===== src/rtl/snoop_emitter_mesi.sv =====
// snoop_emitter_mesi: requesting-side MESI coherence controller for one
// private cache of LINES lines. Local hits retire without the bus; misses and
// S-state write hits arbitrate for the bus and emit one message in XFER.
// Remote invalidates may downgrade any line at any time.
module snoop_emitter_mesi #(
  parameter int IDX_W = 2
) (
  input  logic             i_Clock,
  input  logic             i_Reset,
  input  logic             i_Valid,
  input  logic [1:0]       i_Operation,
  input  logic [IDX_W-1:0] i_Idx,
  output logic             o_Ready,
  output logic             o_Done,
  output logic             o_BusReq,
  input  logic             i_BusGrant,
  output logic [1:0]       o_BusMsg,
  output logic [IDX_W-1:0] o_BusIdx,
  output logic             o_WriteBack,
  input  logic             i_Shared,
  input  logic             i_SnoopInv,
  input  logic [IDX_W-1:0] i_SnoopIdx,
  output logic [1:0]       o_State
);

  localparam int unsigned LINES = 2 ** IDX_W;

  typedef enum logic [1:0] {ST_I = 2'b00, ST_S = 2'b01, ST_E = 2'b10, ST_M = 2'b11} mesi_e;
  typedef enum logic [1:0] {OP_RM = 2'b00, OP_RH = 2'b01, OP_WM = 2'b10, OP_WH = 2'b11} op_e;
  typedef enum logic [1:0] {MSG_NONE = 2'b00, MSG_RDMISS = 2'b01, MSG_WRMISS = 2'b10, MSG_INV = 2'b11} msg_e;
  typedef enum logic [1:0] {FSM_IDLE = 2'b00, FSM_REQ = 2'b01, FSM_XFER = 2'b10} fsm_e;

  mesi_e            r_Mesi [LINES];
  fsm_e             r_Fsm;
  fsm_e             w_FsmNext;
  op_e              r_Op;
  logic [IDX_W-1:0] r_Idx;
  logic             r_Done;

  op_e   w_Op;
  mesi_e w_CurSt;
  mesi_e w_XferSt;
  logic  w_Accept;
  logic  w_LocalHit;
  op_e   w_BusOp;
  msg_e  w_Msg;
  mesi_e w_XferNewSt;

  assign w_Op     = op_e'(i_Operation);
  assign w_CurSt  = r_Mesi[i_Idx];
  assign w_XferSt = r_Mesi[r_Idx];
  assign w_Accept = (r_Fsm == FSM_IDLE) && i_Valid;

  assign o_State  = w_CurSt;
  assign o_Done   = r_Done;
  assign o_BusMsg = w_Msg;

  // Classify the presented op against the line state and pick the bus flavour
  always_comb begin
    w_LocalHit = 1'b0;
    w_BusOp    = OP_RM;
    case (w_Op)
      OP_RM: w_BusOp = OP_RM;
      OP_RH: begin
        w_LocalHit = (w_CurSt != ST_I);
        w_BusOp    = OP_RM;
      end
      OP_WM: w_BusOp = OP_WM;
      OP_WH: begin
        w_LocalHit = (w_CurSt == ST_E) || (w_CurSt == ST_M);
        // A write hit on I degenerates to a write miss; on S it needs an upgrade
        w_BusOp    = (w_CurSt == ST_I) ? OP_WM : OP_WH;
      end
      default: ;
    endcase
  end

  // Next-state and bus-side outputs
  always_comb begin
    w_FsmNext   = r_Fsm;
    o_Ready     = 1'b0;
    o_BusReq    = 1'b0;
    w_Msg       = MSG_NONE;
    o_BusIdx    = '0;
    o_WriteBack = 1'b0;
    w_XferNewSt = ST_M;
    case (r_Fsm)
      FSM_IDLE: begin
        o_Ready = !i_Reset;
        if (i_Valid && !w_LocalHit) w_FsmNext = FSM_REQ;
      end
      FSM_REQ: begin
        o_BusReq = 1'b1;
        o_BusIdx = r_Idx;
        if (i_BusGrant) w_FsmNext = FSM_XFER;
      end
      FSM_XFER: begin
        o_BusIdx    = r_Idx;
        o_WriteBack = (w_XferSt == ST_M);
        // Message follows the line's present state: a snoop during REQ may
        // have turned a pending S upgrade into a full write miss
        case (r_Op)
          OP_RM:   w_Msg = MSG_RDMISS;
          OP_WH:   w_Msg = (w_XferSt == ST_S) ? MSG_INV : MSG_WRMISS;
          default: w_Msg = MSG_WRMISS;
        endcase
        w_XferNewSt = (r_Op == OP_RM) ? (i_Shared ? ST_S : ST_E) : ST_M;
        w_FsmNext   = FSM_IDLE;
      end
      default: w_FsmNext = FSM_IDLE;
    endcase
  end

  // FSM state register
  always_ff @(posedge i_Clock) begin
    if (i_Reset) r_Fsm <= FSM_IDLE;
    else         r_Fsm <= w_FsmNext;
  end

  // Latch the pending bus operation and its line at acceptance
  always_ff @(posedge i_Clock) begin
    if (i_Reset) begin
      r_Op  <= OP_RM;
      r_Idx <= '0;
    end else if (w_Accept && !w_LocalHit) begin
      r_Op  <= w_BusOp;
      r_Idx <= i_Idx;
    end
  end

  // Retire pulse one cycle after a local hit or a bus transfer
  always_ff @(posedge i_Clock) begin
    if (i_Reset) r_Done <= 1'b0;
    else         r_Done <= (w_Accept && w_LocalHit) || (r_Fsm == FSM_XFER);
  end

  // Line state array; the later assignments override a same-line snoop
  always_ff @(posedge i_Clock) begin
    if (i_Reset) begin
      for (int unsigned k = 0; k < LINES; k++) r_Mesi[k] <= ST_I;
    end else begin
      if (i_SnoopInv) r_Mesi[i_SnoopIdx] <= ST_I;
      if (w_Accept && w_LocalHit && (w_Op == OP_WH)) r_Mesi[i_Idx] <= ST_M;
      if (r_Fsm == FSM_XFER) r_Mesi[r_Idx] <= w_XferNewSt;
    end
  end

endmodule


===== config.mk =====
export PLATFORM = sky130hd
export DESIGN_NAME = snoop_emitter_mesi
export DESIGN_NICKNAME = d
export VERILOG_FILES = /design/src/rtl/snoop_emitter_mesi.sv
export SDC_FILE = /design/constraint.sdc
export NUM_CORES = 1
export LEC_CHECK = 0
export CAP_MARGIN = 20
export CORE_ASPECT_RATIO = 0.8
export CORE_MARGIN = 2
export CORE_UTILIZATION = 45
export CTS_CLUSTER_DIAMETER = 30
export DETAILED_ROUTE_END_ITERATION = 10
export GPL_ROUTABILITY_DRIVEN = 0
export PLACE_DENSITY = 0.74
export SKIP_CTS_REPAIR_TIMING = 1
export SYNTH_ARGS = -nofsm -noshare
export SYNTH_HDL_FRONTEND = slang
export SYNTH_SLANG_ARGS = --single-unit
export TNS_END_PERCENT = 20

===== constraint.sdc =====
create_clock -name i_Clock -period 1.7 [get_ports i_Clock]
set_input_delay 0.17 -clock i_Clock [delete_from_list [all_inputs] [get_ports i_Clock]]
set_output_delay 0.17 -clock i_Clock [all_outputs]
set_load 0.02 [all_outputs]

Word-level counts from Yosys, hierarchy flattened:

Memory sizes are Yosys's and may differ from the RTL's. A register that Yosys moved wholly into a read port is not among the register bits.
Index checks and enable logic that the tools add are counted.

* equal/unequal tests: 12
* multiplexer cells: 38
* reduce and logical (&&, ||, !) cells: 20

Operators with widths (number)
* $mux 2: 15
* $mux 1: 19
* $eq 2x2->1 const B: 7
* $reduce_or 2->1: 5
* $logic_not 2->1: 4
* $pmux 2 s2: 2
* $eq 2x1->1 const B: 3
* $pmux 2 s3: 1
* $logic_and 1x1->1: 5
* $logic_not 1->1: 2
* $logic_or 1x1->1: 2
* $ne 2x1->1 const B: 1
* $ne 2x2->1 const B: 1
* $pmux 1 s2: 1
* $reduce_and 2->1: 1
* $reduce_bool 2->1: 1

* register bits: 7
* RAM bits: 8
* bits of input ports: 12
* output and inout bits: 10
* memories: 1

Memories
* r_Mesi: words 4, width 2, read ports 2, clocked after Yosys merged registers in 1, wr ports 4, RTL line 33 `mesi_e r_Mesi [LINES];`

Logic depth before layout (Yosys ltp):

Gate-level depths: netlist of run 1.
An unclocked memory read counts as a cell.

* word-level depth: 12
* mapped depth: 8
* gate-level depth less buffers: 7

Worst setup path before layout of run 1:

Ideal clock, no wire load.

* path type: register to register
* start point: memory r_Mesi[3][1] (netlist name)
* end point: register (tool-made name)
* arrival time: 1.718 ns
* required time: 1.583 ns
* setup slack: -0.135 ns
* cell stages (with the launch flop): 6
* path buffers: 0
* period minus slack after synthesis: 1.835 ns
* cells stage by stage: edfxtp_1 > mux4_2 > a221o_1 > a21oi_4 > mux2i_1 > nor2_1

RTL lines (RTL line)
* start, declared: 33

==> results.md, run 1 <==
Run status:
- The flow ran to the end, but the final reports show violations.
- The final reports fail on negative setup slack.

Final layout:
- The top cell types in the final layout, fill and taps aside, are 30 x buf_4, 14 x nor2_1, 11 x inv_1, 11 x clkdlybuf4s50_1, 9 x a31oi_1.
- Once layout is complete, the utilization of the core stands at 71.9%.
- The footprint of the multi-input gates is 633 µm².
- The signed area change from the synthesized netlist to the final layout is 46.0%.
- The total inserted antenna cells is 0.
- The commonest non-fill, non-tap cell in the layout is buf_4.
- The filler cells instantiated in the layout total 165.
- The fraction of final layout cells sized beyond drive strength 1 is 33.9%.
- In the final layout, flip-flops and latches occupy 422 µm².
- The count of nets after finishing is 184.

Setup path:
- The signal on the critical path passes through buf_4, mux4_2, a221o_1, a21oi_4, mux2i_1, nor2_1.
- The sort of element at the end of the critical path is a flop.
- The length in cells of the worst reg-to-reg path is 6.
- Grouping stages by cell kind, the critical path spends the most delay in multiplexers.
- In this run the critical register-to-register path is launched from r_Mesi[1][1]$_SDFFCE_PN0P_.
- STA classifies the critical path startpoint as a flop.
- The kind of critical path is reg -> reg.
- For the worst setup path, the data arrival time is 2.24 ns.
- The worst endpoint required time is 1.90 ns.
- The maximum net fanout on the critical path is 4.
- The master of the slowest instance on the critical path is mux4_2.
- The number of buffers and inverters on the critical path is 1.
- In this design, the stage delay of the slowest critical-path cell is 0.46 ns.
- The most critical setup path has its startpoint at r_Mesi[1][1]$_SDFFCE_PN0P_.
- The total stage count of the critical path is 6.

Power and ir drop:
- The analysis attributes to cell leakage a power of 0.759 nW.
- The net switching power of the design is 0.000581 W.
- The internal power of the cells totals 0.000972 W.
- The worst-case IR drop observed on VDD is 0.637 mV.
- The final total power is 0.00155 W.
- The switching share of total power is 37.4%.
- Dividing total power by cell area gives a power density of 976 nW/µm².
- Per report_power, the combinational group accounts for 51.0% of the total.
- The share of total power dissipated in the clock network is 14.7%.
- The portion of total power attributed to sequential cells is 34.3%.

STA:
- Clock skew on the completed layout was measured at 0.00513 ns.
- Setup violations remaining at the end of the flow were counted as 28.
- The sum of negative setup slack is -4.83 ns.
- The smallest clock period supported by the final layout is computed as 2.04 ns.
- The relative slew slack is 80.0%.
- The total count of max-transition violations in the final report is 0.
- The post-layout worst setup margin is -0.340 ns.
- Setup repair after global routing could not meet its margin everywhere.
- Static timing analysis puts the maximum clock frequency at 490 MHz.
- For the pin with the worst max-slew slack, the measured transition is 0.296 ns.
- The number of endpoints with negative hold slack in the final report is 0.
- The final worst-path cycle share is 120%.

Min path:
- The worst hold path startpoint is i_Idx[1].
- The instance count along the most critical hold path is 4.
- The class of the tightest hold or removal check is in -> reg.

Placement:
- At the placement stage, the worst setup path has a slack of -0.549 ns.
- The HPWL after detailed placement is 2.28 mm.
- The quantity of I/O buffers inserted on ports is 21.

Floorplanning:
- 22 I/O pins were placed.
- The die covers 2830 µm².
- The floorplan core area is 2210 µm².
- From bottom edge to top edge, the die measures 48.0 µm.
- The die width is 59.0 µm.
- For this configuration, the core starts out at a cell density of 49.2%.
- The standard-cell row count is 15.

Route:
- After detailed routing, the met2 layer carries 1.37 mm of wire.
- The total routed wire length on the met1 layer is 1.30 mm.
- For this run, design rule violations remaining after detail routing come to 0.
- For this block, the via count after detailed routing is 1067.
- The total length of routed met3 wires is 232 µm.
- In the routed layout, each cell is associated on average with a via count of 5.62.
- The detailed router used layers up to and including met4.
- The first detailed-routing pass took 4 iterations.
- The DRC marker count from the first detailed-route iteration is 44.
- The number of nets with antenna violations after routing is 0.
- The overall routed net length is 2.93 mm.
- The final routed wire length divided by cell count is 15.4 µm.

Clocking:
- Clock latency on the worst-skew pair, taken at its later pin, is 0.30 ns.
- The CTS tree is built.
- CTS built an H-tree with a depth of 1.
- The clock net in this run drives a total of 17 sinks.
- The tree is rooted in a clkbuf_4.
- The clock-pin slew reported for the worst setup and hold paths after clock tree synthesis is 0.11 ns.
- The total clock buffers created by CTS is 3.
- Counting along the longest clock path gives a buffer depth of 2.

Logic synthesis:
- The netlist uses 34 different library cells.
- The synthesized net count is 131.
- Synthesis produced 113 cells.
- After synthesis, flip-flops and latches occupy 38.6% of the total area.
- During synthesis, Yosys emitted a total of 0 warnings.
- The cell area that synthesis handed to floorplanning was 1090 µm².
- After synthesis the netlist holds a flip-flop and latch count of 17.
- Dividing the synthesized area by the synthesized cell count gives 9.64 µm².

Global route:
- The initial antenna violation count is 0.
- Entering global routing, the biggest net connects 11 pins.
- The via count of the first global-routing pass was 894.
- The final global-route overflow total is 0.
- The global-route wire length before repair is 4.08 mm.
- The overall global routing resource usage is 20.2%.

Flow run:
- The tool flagged a number of max-cap violations equal to 0.
-- worst paths after layout --
kind	slack, ns	endpoint
max	-0.34	flop
min	0.51	r_Idx[1]$_SDFFE_PP0P_
max reg2reg	-0.34	flop
min reg2reg	0.52	r_Op[0]$_SDFFE_PP0P_
-- kinds of logic (layout without fill, tap and decap cells) --
logic type      count (synthesis)  in the layout  synth area share, %
flops                          17             17                 38.6
compound gates                 24             24                 14.4
buf+inv                        14             66                 5.86
simple gates                   42             42                 21.4
mux                            10             10                 13.0
fa+ha+maj                       6              6                 6.89
-- layout make-up --
type                            count  area share, %
Tap cell                           25           1.97
Inverter                           11           2.59
Multi-Input combinational cell     82           39.8
Timing Repair Buffer               51           27.4
Sequential cell                    17           26.5
Clock buffer                        3           1.42
Clock inverter                      1          0.314
-- power by group through the flow --
stage	Combinational [W]	Clock (W)	Sequential [W]
4_1_cts	0.000756	0.000232	0.000531
5_1_grt	0.000853	0.000247	0.000538
3_5_place_dp	0.000755	0	0.000538
6_report	0.000792	0.000228	0.000533
2_1_floorplan	0.000412	0	0.000531
3_3_place_gp	0.000730	0	0.000537
-- stage by stage --
| stage | instance area, µm² | hold WS [ns] | std cells |
|---|---|---|---|
| floorplan | 1090 | 0.241 | 113 |
| global placement | 1520 | 0.503 | 184 |
| detailed placement | 1520 | 0.502 | 184 |
| CTS | 1550 | 0.518 | 188 |
| global route | 1590 | 0.532 | 190 |
| finish | 1590 | 0.515 | 190 |
-- synthesized netlist by cell type (all sizes together) --
cell | number | area (µm²)
edfxtp | 8 | 240
nand2 | 7 | 26.3
and2 | 3 | 21.3
nor3b | 4 | 35.0
mux2i | 4 | 40.0
a31oi | 9 | 56.3
o22ai | 1 | 6.26
a221o | 1 | 10.0
or2 | 1 | 6.26
nor2 | 14 | 52.6
and4 | 1 | 8.76
nor4b | 1 | 15.0
o2111ai | 1 | 8.76
and3 | 2 | 12.5
nand3 | 2 | 10.0
inv | 11 | 41.3
ha | 6 | 75.1
buf | 3 | 22.5
nor3 | 1 | 5.00
nand2b | 3 | 18.8
mux4 | 3 | 67.6
a21oi | 5 | 40.0
and2b | 1 | 8.76
dfxtp | 9 | 180
nor2b | 2 | 12.5
mux2 | 3 | 33.8
o21ai | 7 | 35.0
-- metal layers --
metal | track usage, % | vias up
met5 | 0 | -
met2 | 34.2 | 47
met4 | 2.73 | 0
li1 | - | 513
met1 | 27.3 | 503
met3 | 5.14 | 4
-- tightest hold or removal path, stage by stage --
cell            delay, ns
dlymetal6s2s_1       0.19
buf_4                0.18
mux2i_1              0.15
nor2_1               0.08
(Power assumes the default switching activity.)
==> run 2: changes to the inputs <==
--- a/config.mk
+++ b/config.mk
@@ -8,11 +8,10 @@
 export CAP_MARGIN = 20
 export CORE_ASPECT_RATIO = 0.8
 export CORE_MARGIN = 2
-export CORE_UTILIZATION = 45
+export CORE_UTILIZATION = 30
 export CTS_CLUSTER_DIAMETER = 30
 export DETAILED_ROUTE_END_ITERATION = 10
 export GPL_ROUTABILITY_DRIVEN = 0
-export PLACE_DENSITY = 0.74
 export SKIP_CTS_REPAIR_TIMING = 1
 export SYNTH_ARGS = -nofsm -noshare
 export SYNTH_HDL_FRONTEND = slang
==> run 2 against run 1 <==
The flow still finishes with violations (negative setup slack). Die area rose by 46%. Wire length down 4.1%. Critical path depth shrank 1. Cell count increased by 5.8%. Global-route usage decreased by 5.5 points. Total power rose by 5.2%. Critical path type unchanged. Largest cell class unchanged. Largest power group unchanged.
==> results.md, run 2 (synthesis results as in run 1) <==
STA:
- The worst pin sits at a relative slew slack of 80.2%.
- The total count of max-transition violations in the final report is 0.
- Timing would allow up to 522 MHz.
- The clock arrives with 0.00438 ns of skew.
- At the pin with the least slew margin, the transition time is 0.294 ns.
- The number of endpoints with negative hold slack in the final report was 0.
- In the finished design, the share of the clock period the worst path needs comes to 113%.
- The tightest hold path in the finished design has a slack of 0.476 ns.
- The routed design could run at a clock period as short as 1.92 ns.
- The post-layout worst setup margin is -0.215 ns.
- Setup violations remaining at the end of the flow were counted as 15.
- Setup repair after global routing could not meet its margin everywhere.

Setup path:
- The largest stage delay on the critical path is 0.54 ns.
- Along the worst path, the maximum fanout reaches 4.
- The sort of element at the end of the critical path is a flop.
- The kind of cell adding the most delay to the critical path is multiplexers.
- The master of the slowest instance on the critical path is mux4_2.
- Counting both buffers and inverters, the worst setup path holds a total of 0.
- The worst endpoint required time is 1.84 ns.
- For the worst setup path, the data arrival time is 2.05 ns.
- The worst setup path is of the reg -> reg kind.
- The critical path goes through mux4_2, a221o_1, a21oi_4, mux2i_1, nor2_1.
- The kind of start point of the critical path is a flop.

Power and ir drop:
- The largest vdd supply drop is 0.320 mV.
- For this design the ratio of total power to cell area is 1010 nW/µm².
- In this run the static leakage power is 0.752 nW.

Route:
- The detail-routed via count per cell is 4.96.
- The DRC marker count from the first detailed-route iteration is 56.
- The number of remaining DRC errors is 0.
- The number of nets with antenna violations after routing is 0.
- For this block, the via count after detailed routing is 997.
- The detailed-router iteration count before antenna repair is 6.
- For this block, the routed nets add up to 2.81 mm of wire.
- After detailed routing, the average wire length per cell comes to 14.0 µm.

Min path:
- The class of the tightest hold or removal check is in -> reg.

Global route:
- The via count of the first global-routing pass is 984.
- The overall global routing resource usage is 14.7%.
- Entering global routing, the biggest net connects 11 pins.
- For met1 alone, demand over resource in global routing was 19.6%.
- The first global-routing pass estimated 4.63 mm of wire.
- The fraction of met2 tracks used by global routing is 23.3%.
- The met3 routing resource usage after global routing is 2.61%.
- The layer flagged by global routing as most heavily used is met2.
- For this run the aggregate overflow at the end of global routing stands at 0.
- The initial antenna violation count is 0.

Floorplanning:
- The initial standard-cell utilization of the core is 31.6%.
- The total die area is 4130 µm².
- The initialized floorplan defines 19 standard-cell rows.
- The floorplan step defined a core boundary enclosing 3450 µm².
- The number of top-level design ports is 22.
- The die width is 71.4 µm.
- The die is 57.9 µm tall.

Final layout:
- The combined flip-flop and latch cell area is 423 µm².
- Once layout is complete, the utilization of the core stands at 47.1%.
- The footprint of the multi-input gates is 654 µm².
- The total inserted antenna cells is 0.
- At the end of the flow, the number of nets in the layout was 178.
- The library cell used most frequently in the layout, excluding fill and tap cells, is buf_4.
- The post-route netlist has 34.6% of its cells at a drive strength greater than 1.
- After routing the design area is 1620 µm².
- The number of inserted filler cells in the final layout is 323.
- Leaving out fill and tap cells, the most frequent cells in the layout are 24 x buf_4, 14 x nor2_1, 10 x inv_1, 10 x clkdlybuf4s50_1.
- The area growth from synthesis to layout is 49.0%.

Clocking:
- The worst-skew pair later-pin latency is 0.25 ns.
- The tree built by TritonCTS fans out to 17 sinks.
- The clock tree buffer depth is 2.
- The maximum level of the CTS H-tree is 1.
- Buffers inserted during clock tree synthesis total 3.
- The CTS tree is built.
- The cell sitting at the root of the clock tree is a clkbuf_8.
- Clock-pin slew was measured on the worst setup and hold paths at 0.07 ns.

Run status:
- The checks that failed: negative setup slack.
- The run finished, with violations left.

Placement:
- Port buffering added 21 buffers.
- Before CTS, the worst setup slack after placement is -0.489 ns.
- Summed over all nets, the half-perimeter wirelength after detailed placement is 2.26 mm.
- The instance area after placement is 1510 µm².

Flow run:
- Max-cap violations in this run came to 0.
## run 2: cell count changes in the layout (fill, tap and decap cells not counted), sizes merged
cell	delta
clkinv	-1
clkbuf	+1
buf	-7
clkdlybuf4s50	-1
dlymetal6s2s	+2
## run 2: final cells by class
cell class                      instances  share of cell area, %
Multi-Input combinational cell         82                   40.3
Sequential cell                        17                   26.0
Timing Repair Buffer                   45                   25.1
Tap cell                               42                   3.24
Clock buffer                            4                   2.77
Inverter                               11                   2.54
## run 2: metrics by stage
stage | TNS, ns | std cells | total power, W
after floorplan | -1.02 | 113 | 0.000943
after global placement | -10.99 | 197 | 0.00127
after detailed placement | -11.58 | 197 | 0.00130
after CTS | -7.17 | 201 | 0.00161
after global routing | -3.86 | 201 | 0.00175
final | -2.04 | 201 | 0.00163
## run 2: report_power, final
part / switching, W / internal (W) / leakage [nW]
logic: 0.000387 / 0.000405 / 0.571
registers: 0.0000484 / 0.000490 / 0.159
clock network: 0.000137 / 0.000166 / 0.0228
## run 2: tightest hold or removal path, cell delays in order
cell	delay [ns]
dlymetal6s2s_1	0.14
buf_4	0.16
mux2i_1	0.13
nor2_1	0.08
## run 2: worst paths after layout
check / depth (start not counted) / start / slack (ns) / end
setup / recovery: 5 / r_Mesi[2][1]$_SDFFCE_PN0P_ / -0.22 / flop
hold / removal: 4 / i_Idx[0] / 0.48 / flop
setup reg to reg: 5 / r_Mesi[2][1]$_SDFFCE_PN0P_ / -0.22 / flop
hold reg to reg: 2 / r_Op[0]$_SDFFE_PP0P_ / 0.52 / r_Op[0]$_SDFFE_PP0P_
## run 2: routing by layer
layer | up-vias | part of all wire, % | wire length (µm)
li1 | 496 | - | -
met1 | 472 | 50 | 1390
met2 | 25 | 45 | 1260
met3 | 4 | 3.7 | 104
met4 | 0 | 1.7 | 49
met5 | - | 0 | 0
==> run 3: changes to the inputs <==
--- a/config.mk
+++ b/config.mk
@@ -12,7 +12,7 @@
 export CTS_CLUSTER_DIAMETER = 30
 export DETAILED_ROUTE_END_ITERATION = 10
 export GPL_ROUTABILITY_DRIVEN = 0
-export SKIP_CTS_REPAIR_TIMING = 1
+export SETUP_SLACK_MARGIN = 0.3
 export SYNTH_ARGS = -nofsm -noshare
 export SYNTH_HDL_FRONTEND = slang
 export SYNTH_SLANG_ARGS = --single-unit
==> run 3 against run 2 <==
The run still ends with negative setup slack left. Worst setup slack improved by 0.015 ns. Fmax grew 0.78%. First-iteration DRC count decreased by 7.1%. Critical path depth did not move. Die area unchanged. Sequential power is essentially flat. Wire length is 1.2% lower. Non-clock buffer count unchanged. Cell count unchanged. Global-route usage shrank 0.085 points. Count of clock-buffer cells in the layout unchanged.
==> results.md, run 3 (synthesis results as in run 1) <==
STA:
- The final clock skew is 0.00278 ns.
- The final worst-path cycle share is 112%.
- After routing, the total negative slack on setup checks comes to -1.88 ns.
- The number of failing setup endpoints in the final timing report is 17.
- The number of endpoints with negative hold slack in the final report was 0.
- The total count of max-transition violations in the final report is 0.
- Setup repair after global routing could not meet its margin everywhere.
- The worst path in the final design needs a cycle of 1.90 ns, including I/O delays and setup.
- Headroom to the max-slew limit came out at 79.1%.
- The post-layout worst setup margin is -0.200 ns.
- At the pin with the least slew margin, the transition time is 0.311 ns.
- The achievable frequency is 526 MHz.

Power and ir drop:
- The portion of total power attributed to sequential cells is 33.0%.
- The leakage component of the power is 0.659 nW.
- The switching share of total power is 35.5%.
- The design draws 0.00163 W.
- In this run the power spent charging and discharging nets is 0.000577 W.
- The proportion of power drawn by the clock network is 18.3%.
- The part of the total power dissipated in combinational logic is 48.7%.
- For this design the ratio of total power to cell area is 1020 nW/µm².
- IR analysis of the VDD net gives a maximum drop of 0.323 mV.
- The internal portion of total power is 0.00105 W.

Floorplanning:
- The standard-cell row count is 19.
- The total die area is 4130 µm².
- The core region is 3450 µm².
- The die extent in y is 57.9 µm.
- The initial utilization of the core area, before any placement, comes to 31.6%.
- Measured along the x axis, the die boundary spans 71.4 µm.
- The number of top-level design ports is 22.

Global route:
- The pin count of the biggest net entering global routing is 10.
- The initial antenna violation count came to 0.
- The global-route wire length before repair is 4.73 mm.
- After global routing the overflow that remains totals 0.
- Global routing used 14.6% of the available tracks across all layers.
- The via count of the first global-routing pass came to 994.

Clocking:
- In this run the number of H-tree levels came out at 1.
- Clock-pin slew was measured on the worst setup and hold paths at 0.07 ns.
- The CTS tree is built.
- The clock net sink count is 17.
- The cell chosen for the clock root is clkbuf_8.
- The total clock buffers created by CTS is 3.
- The number of hold buffers added after CTS is 0.
- The later pin in the worst-skew pair is clocked with a latency of 0.24 ns.
- The clock passes through at most 2 buffers.

Placement:
- The HPWL after detailed placement is 2.25 mm.
- OpenSTA, run right after detailed placement, puts the worst setup slack at -0.513 ns.
- During placement, the flow inserted port buffers numbering 21.

Final layout:
- 0 antenna diodes ended up in the layout.
- In the final design database the tool counted 178 nets.
- In the layout the commonest cells are 24 x buf_4, 14 x nor2_1, 10 x inv_1, 10 x clkdlybuf4s50_1, 9 x a31oi_1.
- The area growth from synthesis to layout is 46.6%.
- Cells with a size suffix above 1 make up 34.6% of the layout.
- Leaving out fill and tap cells, the most frequent cell in the layout is buf_4.

Setup path:
- The sort of element at the end of the critical path is a flop.
- The kind of start point of the critical path is a flop.
- The worst register-to-register path begins at r_Mesi[2][1]$_SDFFCE_PN0P_.
- The maximum net fanout on the critical path is 5.
- The length in cells of the worst reg-to-reg path is 5.
- For the worst setup path, the data required time is 1.85 ns.
- Data on the critical path arrives at its endpoint at 2.05 ns.
- The kind of critical path is reg -> reg.
- In this run the critical register-to-register path is captured at r_Fsm[1]$_SDFFE_PP0P_.
- In this run the register-to-register setup slack is -0.20 ns.

Route:
- The total via count in the routed design is 1011.
- Dividing the detail-routed via count by the number of cells gives 5.03.
- For this block, the routed nets add up to 2.78 mm of wire.
- In the final routed layout, each cell accounts on average for 13.8 µm.
- The DRC marker count from the first detailed-route iteration is 52.
- Before antenna repair, the detailed router went through 5 iterations.
- The number of nets with antenna violations after routing is 0.
- For this run, design rule violations remaining after detail routing come to 0.

Run status:
- The checks that failed: negative setup slack.
- The run finished, with violations left.

Min path:
- In this run the most critical hold path is launched from r_Op[0]$_SDFFE_PP0P_.
- The worst hold path passes through 2 cells.
- The class of the tightest hold or removal check is reg -> reg.
- For hold timing, the worst endpoint is r_Op[0]$_SDFFE_PP0P_.

Flow run:
- The tool flagged a number of max-cap violations equal to 0.
[run 3: cell count changes in the layout (fill, tap and decap cells not counted), moves of 2 or more]
cell / previous run / this run
dlygate4sd2_1: 0 / 4
dlymetal6s2s_1: 8 / 0
o21ai_2: 3 / 5
clkdlybuf4s15_2: 0 / 2
[run 3: power groups by stage]
stage          registers (W)  logic (W)  clock network (W)
4_1_cts             0.000531   0.000778           0.000297
2_1_floorplan       0.000531   0.000412                  0
5_1_grt             0.000545   0.000869           0.000327
6_report            0.000537   0.000791           0.000298
3_3_place_gp        0.000536   0.000724                  0
3_5_place_dp        0.000536   0.000752                  0
[run 3: stage by stage]
stage | hold slack (ns) | util (%) | instance area, µm² | std cells
final | 0.548 | 46.4 | 1600 | 201
after global routing | 0.574 | 46.4 | 1600 | 201
after CTS | 0.512 | 45.8 | 1580 | 200
after detailed placement | 0.502 | 43.4 | 1500 | 195
after global placement | 0.509 | 43.4 | 1500 | 195
after floorplan | 0.241 | - | 1090 | 113
[run 3: routing by layer]
layer  part of all wire (%)  global-route usage (%)  wire length (µm)
met1                     46                    18.9              1270
met2                     48                    25.9              1340
met3                    5.7                    3.48               158
met4                   0.65                    1.62                18
met5                      0                       0                 0
[run 3: how the worst max path moves through the flow]
stage                     slack (ns)                       start  depth (start not counted)                    end
after floorplan                -0.11  r_Mesi[3][1]$_SDFFCE_PN0P_                          5                   flop
after global placement         -0.44                    i_Idx[0]                          6                   flop
after detailed placement       -0.51                    i_Idx[0]                          6  r_Fsm[1]$_SDFFE_PP0P_
after CTS                      -0.18  r_Mesi[2][1]$_SDFFCE_PN0P_                          5  r_Fsm[1]$_SDFFE_PP0P_
after global routing           -0.27  r_Mesi[3][1]$_SDFFCE_PN0P_                          5  r_Fsm[1]$_SDFFE_PP0P_
final                          -0.20  r_Mesi[2][1]$_SDFFCE_PN0P_                          5  r_Fsm[1]$_SDFFE_PP0P_
[run 3: final cells by class]
| type | instances | area, µm² |
|---|---|---|
| flip-flops and latches | 17 | 422 |
| multi-input cells | 82 | 651 |
| inverters | 11 | 41.3 |
| well taps | 42 | 52.6 |
| fillers | 331 | 1850 |
| repair buffers | 45 | 387 |
| clock buffers | 4 | 45.0 |
[run 3: worst max-delay path: stages, from the launching register on]
cell and delay, ns:
edfxtp_1 0.42, mux4_2 0.51, a221o_1 0.34, and2_4 0.19
o21ai_2 0.14, nor4b_4 0.22
[run 3: repair_timing]
action / 4_1_cts / 5_1_grt
endpoints found under the setup margin: 34 / 34
resized for setup: 48 / 3
pin swaps: 5 / 3
buffers inserted: 1 / 1
